--- config.mk ---
export PLATFORM = sky130hd
export DESIGN_NAME = secuenciador_mult
export DESIGN_NICKNAME = d
export VERILOG_FILES = /design/src/rtl/secuenciador_pkg.sv /design/src/rtl/secuenciador_mult_fifo.sv /design/src/rtl/secuenciador_mult.sv
export SDC_FILE = /design/constraint.sdc
export NUM_CORES = 1
export LEC_CHECK = 0
export ABC_AREA = 1
export BUFFER_PORTS_ARGS = -buffer_cell sky130_fd_sc_hd__buf_2
export CAP_MARGIN = 20
export CORE_UTILIZATION = 56
export DETAILED_ROUTE_END_ITERATION = 8
export PLACE_DENSITY = 0.79
export SLEW_MARGIN = 10
export SYNTH_ARGS = -nofsm -noshare
export SYNTH_HDL_FRONTEND = slang
export SYNTH_SLANG_ARGS = --single-unit
--- constraint.sdc ---
create_clock -name clk -period 2.2 [get_ports clk]
set_input_delay 0.44 -clock clk [delete_from_list [all_inputs] [get_ports clk]]
set_output_delay 0.44 -clock clk [all_outputs]
set_load 0.02 [all_outputs]
--- src/rtl/secuenciador_pkg.sv ---
// Shared types and width helpers for the Booth-multiplier operand sequencer.
package secuenciador_pkg;

   // Sequencer states; the top module mirrors these as plain constants.
   typedef enum logic [1:0] {
      IDLE    = 2'd0,
      LANZAR  = 2'd1,
      ESPERA  = 2'd2,
      ENTREGA = 2'd3
   } estado_e;

   // Product width for an operand width of n bits.
   function automatic int prod_w(input int n);
      return 2 * n;
   endfunction

   // Fill-level width: must represent 0..depth inclusive.
   function automatic int cnt_w(input int depth);
      return $clog2(depth) + 1;
   endfunction

   // Watchdog width: counts 0..timeout-1; timeout >= 2 keeps this >= 1.
   function automatic int wd_w(input int timeout);
      return (timeout <= 2) ? 1 : $clog2(timeout);
   endfunction

endpackage

--- src/rtl/secuenciador_mult_fifo.sv ---
// Operand FIFO: stores {multiplicando, multiplicador} pairs, first-word
// fall-through read port, power-of-two depth so pointers wrap naturally.
module fifo_operandos
   import secuenciador_pkg::*;
#(
   parameter int WIDTH = 6,
   parameter int DEPTH = 4
) (
   input  logic                   clk,
   input  logic                   rst_n,
   input  logic                   push_i,
   input  logic                   pop_i,
   input  logic [WIDTH-1:0]       dato_i,
   output logic [WIDTH-1:0]       dato_o,
   output logic                   full_o,
   output logic                   empty_o,
   output logic [$clog2(DEPTH):0] count_o
);
   localparam int PTR_W = $clog2(DEPTH);
   localparam int CNT_W = cnt_w(DEPTH);

   logic [WIDTH-1:0] mem_q [DEPTH];
   logic [PTR_W-1:0] wr_ptr_q, wr_ptr_d;
   logic [PTR_W-1:0] rd_ptr_q, rd_ptr_d;
   logic [CNT_W-1:0] count_q, count_d;
   logic             push_ok, pop_ok;

   assign full_o  = (count_q == CNT_W'(DEPTH));
   assign empty_o = (count_q == '0);
   assign count_o = count_q;
   assign dato_o  = mem_q[rd_ptr_q];

   // Guard against overflow/underflow regardless of what the caller does.
   assign push_ok = push_i && !full_o;
   assign pop_ok  = pop_i && !empty_o;

   // Pointer and fill-level next state; simultaneous push+pop leaves count unchanged.
   always_comb begin
      wr_ptr_d = wr_ptr_q;
      rd_ptr_d = rd_ptr_q;
      count_d  = count_q;
      if (push_ok) wr_ptr_d = wr_ptr_q + PTR_W'(1);
      if (pop_ok)  rd_ptr_d = rd_ptr_q + PTR_W'(1);
      case ({push_ok, pop_ok})
         2'b10:   count_d = count_q + CNT_W'(1);
         2'b01:   count_d = count_q - CNT_W'(1);
         default: count_d = count_q;
      endcase
   end

   // Pointer/count registers.
   always_ff @(posedge clk or negedge rst_n) begin
      if (!rst_n) begin
         wr_ptr_q <= '0;
         rd_ptr_q <= '0;
         count_q  <= '0;
      end else begin
         wr_ptr_q <= wr_ptr_d;
         rd_ptr_q <= rd_ptr_d;
         count_q  <= count_d;
      end
   end

   // Storage array; cleared on reset so stale pairs never reappear.
   always_ff @(posedge clk or negedge rst_n) begin
      if (!rst_n) begin
         for (int i = 0; i < DEPTH; i++) mem_q[i] <= '0;
      end else if (push_ok) begin
         mem_q[wr_ptr_q] <= dato_i;
      end
   end

endmodule

--- src/rtl/secuenciador_mult.sv ---
// Operand sequencer in front of the sequential Booth multiplier: buffers
// operand pairs, launches one multiplication at a time, waits for the rising
// edge of Fin, and returns the product with echoed operands. A watchdog
// abandons operations whose Fin never arrives.
//
//   state   | meaning
//   --------+------------------------------------------------------------
//   IDLE    | waiting for a queued pair; pops and loads operands
//   LANZAR  | mult_start high for this single cycle, watchdog cleared
//   ESPERA  | operands held, waiting for Fin rise or watchdog expiry
//   ENTREGA | result presented on out_*, waiting for out_ready
module secuenciador_mult
   import secuenciador_pkg::*;
#(
   parameter int NUM_BITS       = 3,
   parameter int FIFO_DEPTH     = 4,
   parameter int TIMEOUT_CYCLES = 64
) (
   input  logic                        clk,
   input  logic                        rst_n,
   input  logic                        in_valid,
   output logic                        in_ready,
   input  logic [NUM_BITS-1:0]         in_multiplicando,
   input  logic [NUM_BITS-1:0]         in_multiplicador,
   output logic [NUM_BITS-1:0]         mult_multiplicando,
   output logic [NUM_BITS-1:0]         mult_multiplicador,
   output logic                        mult_start,
   input  logic [2*NUM_BITS-1:0]       mult_resultado,
   input  logic                        mult_fin,
   output logic                        out_valid,
   input  logic                        out_ready,
   output logic [2*NUM_BITS-1:0]       out_resultado,
   output logic [NUM_BITS-1:0]         out_multiplicando,
   output logic [NUM_BITS-1:0]         out_multiplicador,
   output logic [$clog2(FIFO_DEPTH):0] ocupacion,
   output logic                        err_timeout
);
   localparam int PROD_W = prod_w(NUM_BITS);
   localparam int CNT_W  = cnt_w(FIFO_DEPTH);
   localparam int WD_W   = wd_w(TIMEOUT_CYCLES);

   localparam logic [WD_W-1:0] WD_LIMIT = WD_W'(TIMEOUT_CYCLES - 1);

   localparam logic [1:0] S_IDLE    = IDLE;
   localparam logic [1:0] S_LANZAR  = LANZAR;
   localparam logic [1:0] S_ESPERA  = ESPERA;
   localparam logic [1:0] S_ENTREGA = ENTREGA;

   logic [1:0]          estado_q, estado_d;
   logic [NUM_BITS-1:0] mult_a_q, mult_a_d;
   logic [NUM_BITS-1:0] mult_b_q, mult_b_d;
   logic                start_q, start_d;
   logic [WD_W-1:0]     wd_q, wd_d;
   logic                fin_q;
   logic                out_valid_q, out_valid_d;
   logic [PROD_W-1:0]   out_res_q, out_res_d;
   logic [NUM_BITS-1:0] out_a_q, out_a_d;
   logic [NUM_BITS-1:0] out_b_q, out_b_d;
   logic                err_q, err_d;

   logic                fifo_push, fifo_pop, fifo_full, fifo_empty;
   logic [PROD_W-1:0]   fifo_din, fifo_dout;
   logic [CNT_W-1:0]    fifo_count;
   logic                fin_rise;

   assign fifo_din  = {in_multiplicando, in_multiplicador};
   assign fifo_push = in_valid && !fifo_full;
   assign fifo_pop  = (estado_q == S_IDLE) && !fifo_empty;

   fifo_operandos #(
      .WIDTH (PROD_W),
      .DEPTH (FIFO_DEPTH)
   ) u_fifo (
      .clk     (clk),
      .rst_n   (rst_n),
      .push_i  (fifo_push),
      .pop_i   (fifo_pop),
      .dato_i  (fifo_din),
      .dato_o  (fifo_dout),
      .full_o  (fifo_full),
      .empty_o (fifo_empty),
      .count_o (fifo_count)
   );

   // Fin is a level; only its rising edge inside ESPERA counts as completion.
   assign fin_rise = mult_fin && !fin_q;

   assign in_ready           = !fifo_full;
   assign ocupacion          = fifo_count;
   assign mult_multiplicando = mult_a_q;
   assign mult_multiplicador = mult_b_q;
   assign mult_start         = start_q;
   assign out_valid          = out_valid_q;
   assign out_resultado      = out_res_q;
   assign out_multiplicando  = out_a_q;
   assign out_multiplicador  = out_b_q;
   assign err_timeout        = err_q;

   // Sequencing FSM and datapath next-state.
   always_comb begin
      estado_d    = estado_q;
      mult_a_d    = mult_a_q;
      mult_b_d    = mult_b_q;
      start_d     = 1'b0;
      wd_d        = wd_q;
      out_valid_d = out_valid_q;
      out_res_d   = out_res_q;
      out_a_d     = out_a_q;
      out_b_d     = out_b_q;
      err_d       = err_q;
      case (estado_q)
         S_IDLE: begin
            if (!fifo_empty) begin
               mult_a_d = fifo_dout[PROD_W-1:NUM_BITS];
               mult_b_d = fifo_dout[NUM_BITS-1:0];
               start_d  = 1'b1;
               estado_d = S_LANZAR;
            end
         end
         S_LANZAR: begin
            wd_d     = '0;
            estado_d = S_ESPERA;
         end
         S_ESPERA: begin
            // A Fin edge on the last allowed cycle still counts as success.
            if (fin_rise) begin
               out_res_d   = mult_resultado;
               out_a_d     = mult_a_q;
               out_b_d     = mult_b_q;
               out_valid_d = 1'b1;
               estado_d    = S_ENTREGA;
            end else if (wd_q == WD_LIMIT) begin
               err_d    = 1'b1;
               estado_d = S_IDLE;
            end else begin
               wd_d = wd_q + WD_W'(1);
            end
         end
         S_ENTREGA: begin
            if (out_ready) begin
               out_valid_d = 1'b0;
               estado_d    = S_IDLE;
            end
         end
         default: estado_d = S_IDLE;
      endcase
   end

   // State, operand, watchdog and result registers.
   always_ff @(posedge clk or negedge rst_n) begin
      if (!rst_n) begin
         estado_q    <= S_IDLE;
         mult_a_q    <= '0;
         mult_b_q    <= '0;
         start_q     <= 1'b0;
         wd_q        <= '0;
         fin_q       <= 1'b0;
         out_valid_q <= 1'b0;
         out_res_q   <= '0;
         out_a_q     <= '0;
         out_b_q     <= '0;
         err_q       <= 1'b0;
      end else begin
         estado_q    <= estado_d;
         mult_a_q    <= mult_a_d;
         mult_b_q    <= mult_b_d;
         start_q     <= start_d;
         wd_q        <= wd_d;
         fin_q       <= mult_fin;
         out_valid_q <= out_valid_d;
         out_res_q   <= out_res_d;
         out_a_q     <= out_a_d;
         out_b_q     <= out_b_d;
         err_q       <= err_d;
      end
   end

endmodule

==> flow_summary.toml <==
[outcome]
outcome = "completed"

[routing]
wl_mm = 5.27
post_drt_wl_per_cell_um = 12.3
drtPass1Iterations = 4
vias = 2178
ant_nets = 0
drt_iter0_markers = 167
post-route-drc-count = 0
routed_via_density = 5.10

[cts]
hold_buffers = 0
path_clk_slew_ps = 70
insertion_delay_ps = 330
cts_tree = "built"
clock_sinks = 61
postCtsSetupBuffers = 0
cts-root-buf = "clkbuf_8"
clockBufferDepth = 2
cts_buffers = 9
ctsResizeCount = 0
htreeDepth = 3

[grt]
grt_pass1_wl_mm = 9.20
gr-total-overflow = 0
grtUsageTotal = 0.235
grt_max_degree = 27
grt_antenna_before_repair = 0
grt_pass1_vias = 2035

[yosys]
yosys.area.top_type = "dfrtp_1"
synthTopCellsByCount = "nand2_1, dfrtp_1, o21ai_1"
ys_seq_area_frac = 0.552
synthCells = 309
yosys_warnings = 0
syn_area_sq_um = 2770
synth.distinct_cells = 25
syn_area_per_cell_sq_um = 8.95
synthTopCellsByArea = "dfrtp_1, nand2_1, o21ai_1, nor2_1, inv_1"
synth_top_flop_cell = "dfrtp_1"
syn_nets = 333
yosysTopAreaCellShare = 0.552
synthArstFlopShare = 1.00
synth-edff-count = 0
yosys_register_bits = 61
synth.most_common_cell = "nand2_1"

[cells_and_area]
drive_above_1_share = 0.228
diodes = 0
layout.nets = 379
syn_to_final_growth_pct = 16.7

[power_and_ir_drop]
p_int_mw = 2.87
ir_drop_v = 0.000905
pwr-share-seq = 0.400
p_per_area_nw_per_um2 = 1510
p_switching_mw = 2.01
pwr-share-clk = 0.197
p_comb_frac = 0.403
leakage_nw = 1.64
total_power_mw = 4.88
p_sw_frac = 0.412

[floorplan]
io_pins = 42
start_util = 0.585
std_cell_rows = 25
dieArea_sq_um = 5220
die_w_um = 72.3
coreArea_sq_um = 4720
dieHeight_um = 72.3

[flow_run]
maxCapViolCount = 0

[sta]
maxSlewHeadroom = 0.556
rsz0062_at_grt = "no"
period_share = 0.841
fin_worst_skew_ps = 8.25
max_freq_mhz = 541
setup-tns-final_ps = 0
period_needed_ps = 1850
hold_viol = 0
final_max_slew_viol_count = 0
finalSetupViolations = 0
worstMarginPinSlew_ps = 664

[placement]
hpwlAfterDp_mm = 3.60
port_buffers = 41
gp_congestion = 0.773

[setup_path]
r2r_cells = 9
endpoint_kind = "flip-flop"
r2r_start = "u_fifo.count_o[0]"
reg2reg_slack_ps = 350
r2r_end = "u_fifo.count_o[2]"
cp-start-kind = "flip-flop"
crit_type = "flip-flop to flip-flop"
arrival_ps = 2060
required_ps = 2410
path_max_fanout = 4

[hold_path]
hold_path_class = "input pin to async pin"
## worst max-delay path: stages (launching register included)
cell	delay (ps)
dfrtp_1	410
inv_2	110
nand3_2	110
nand2_4	100
ha_1	140
inv_1	70
fa_1	390
a21oi_1	140
o21ai_0	110
xor2_1	150
## registers in the layout, summed over array words and instances (netlist names)
signal	flops
err_timeout	1
estado_q	2
fin_q	1
mult_multiplicador	3
mult_multiplicando	3
mult_start	1
out_multiplicador	3
out_multiplicando	3
out_resultado	6
out_valid	1
u_fifo.count_o	3
u_fifo.mem_q	24
u_fifo.rd_ptr_q	2
u_fifo.wr_ptr_q	2
wd_q	6
## layer usage
layer | vias to the layer above | track usage | share of wire
li1 | 1085 | - | -
met4 | 0 | 0.111 | 0.015
met2 | 63 | 0.353 | 0.45
met3 | 8 | 0.0625 | 0.057
met5 | - | 0 | 0
met1 | 1022 | 0.320 | 0.48
## how the worst max path moves through the flow
stage | slack (ps) | startpoint | depth (start not counted) | end
floorplan | 140 | u_fifo.count_o[0] | 11 | u_fifo.count_o[2]
global placement | 420 | estado_q[1] | 9 | u_fifo.count_o[2]
detailed placement | 360 | u_fifo.count_o[0] | 9 | u_fifo.count_o[2]
CTS | 340 | u_fifo.count_o[0] | 9 | u_fifo.count_o[2]
global route | 170 | estado_q[1] | 9 | u_fifo.count_o[2]
finish | 350 | u_fifo.count_o[0] | 9 | u_fifo.count_o[2]
## cell families after synthesis
family / after synthesis / share of synthesized area
buffers and inverters: 41 / 0.0647
AO/OA/AOI/OAI: 68 / 0.129
adder cells (fa/ha/maj): 7 / 0.0344
XOR/XNOR: 5 / 0.0158
flip-flops: 61 / 0.552
AND/OR/NAND/NOR: 127 / 0.204
## cells in the final DEF (no fill, tap or decap), types with 2 or more instances in the layout
| master | synthesis | routed |
|---|---|---|
| a21oi_1 | 2 | 2 |
| nand3_1 | 13 | 13 |
| clkinv_2 | 0 | 4 |
| buf_2 | 6 | 41 |
| o21ai_1 | 51 | 51 |
| nor2_4 | 3 | 3 |
| nand2_4 | 2 | 2 |
| o21ai_0 | 13 | 13 |
| nand2_2 | 7 | 7 |
| nand2_1 | 71 | 71 |
| nand4_1 | 2 | 2 |
| xor2_1 | 4 | 4 |
| buf_4 | 4 | 3 |
| ha_1 | 6 | 6 |
| inv_2 | 7 | 7 |
| dfrtp_1 | 61 | 61 |
| inv_1 | 23 | 23 |
| nor2_1 | 26 | 26 |
| clkbuf_8 | 0 | 10 |
## stage by stage
step           setup WS [ps]  utilization  std cells  hold WS (ps)  area, sq um
2_1_floorplan            142            -        309           144         2770
5_1_grt                  173        0.683        427           142         3230
3_3_place_gp             420        0.643        411           449         3040
3_5_place_dp             358        0.643        411           453         3040
4_1_cts                  340        0.683        427           111         3230
6_report                 351        0.683        427           103         3230
## power groups by stage
stage	sequential (mW)	clock [mW]	combinational, mW
global placement	1.95	0	1.91
floorplan	2.12	0	1.29
global route	2.01	1.03	2.26
finish	1.95	0.961	1.97
detailed placement	1.97	0	1.97
CTS	1.95	0.973	1.99
## final cells by class
cell class | count | area [sq um]
clock buffer | 11 | 141
inverter | 31 | 119
timing repair buffer | 45 | 248
tap | 67 | 83.8
clock inverter | 5 | 50.0
sequential | 61 | 1530
multi-input combinational | 207 | 1060
fill | 387 | 1500
Note: power is estimated with default switching activity, not from simulation.
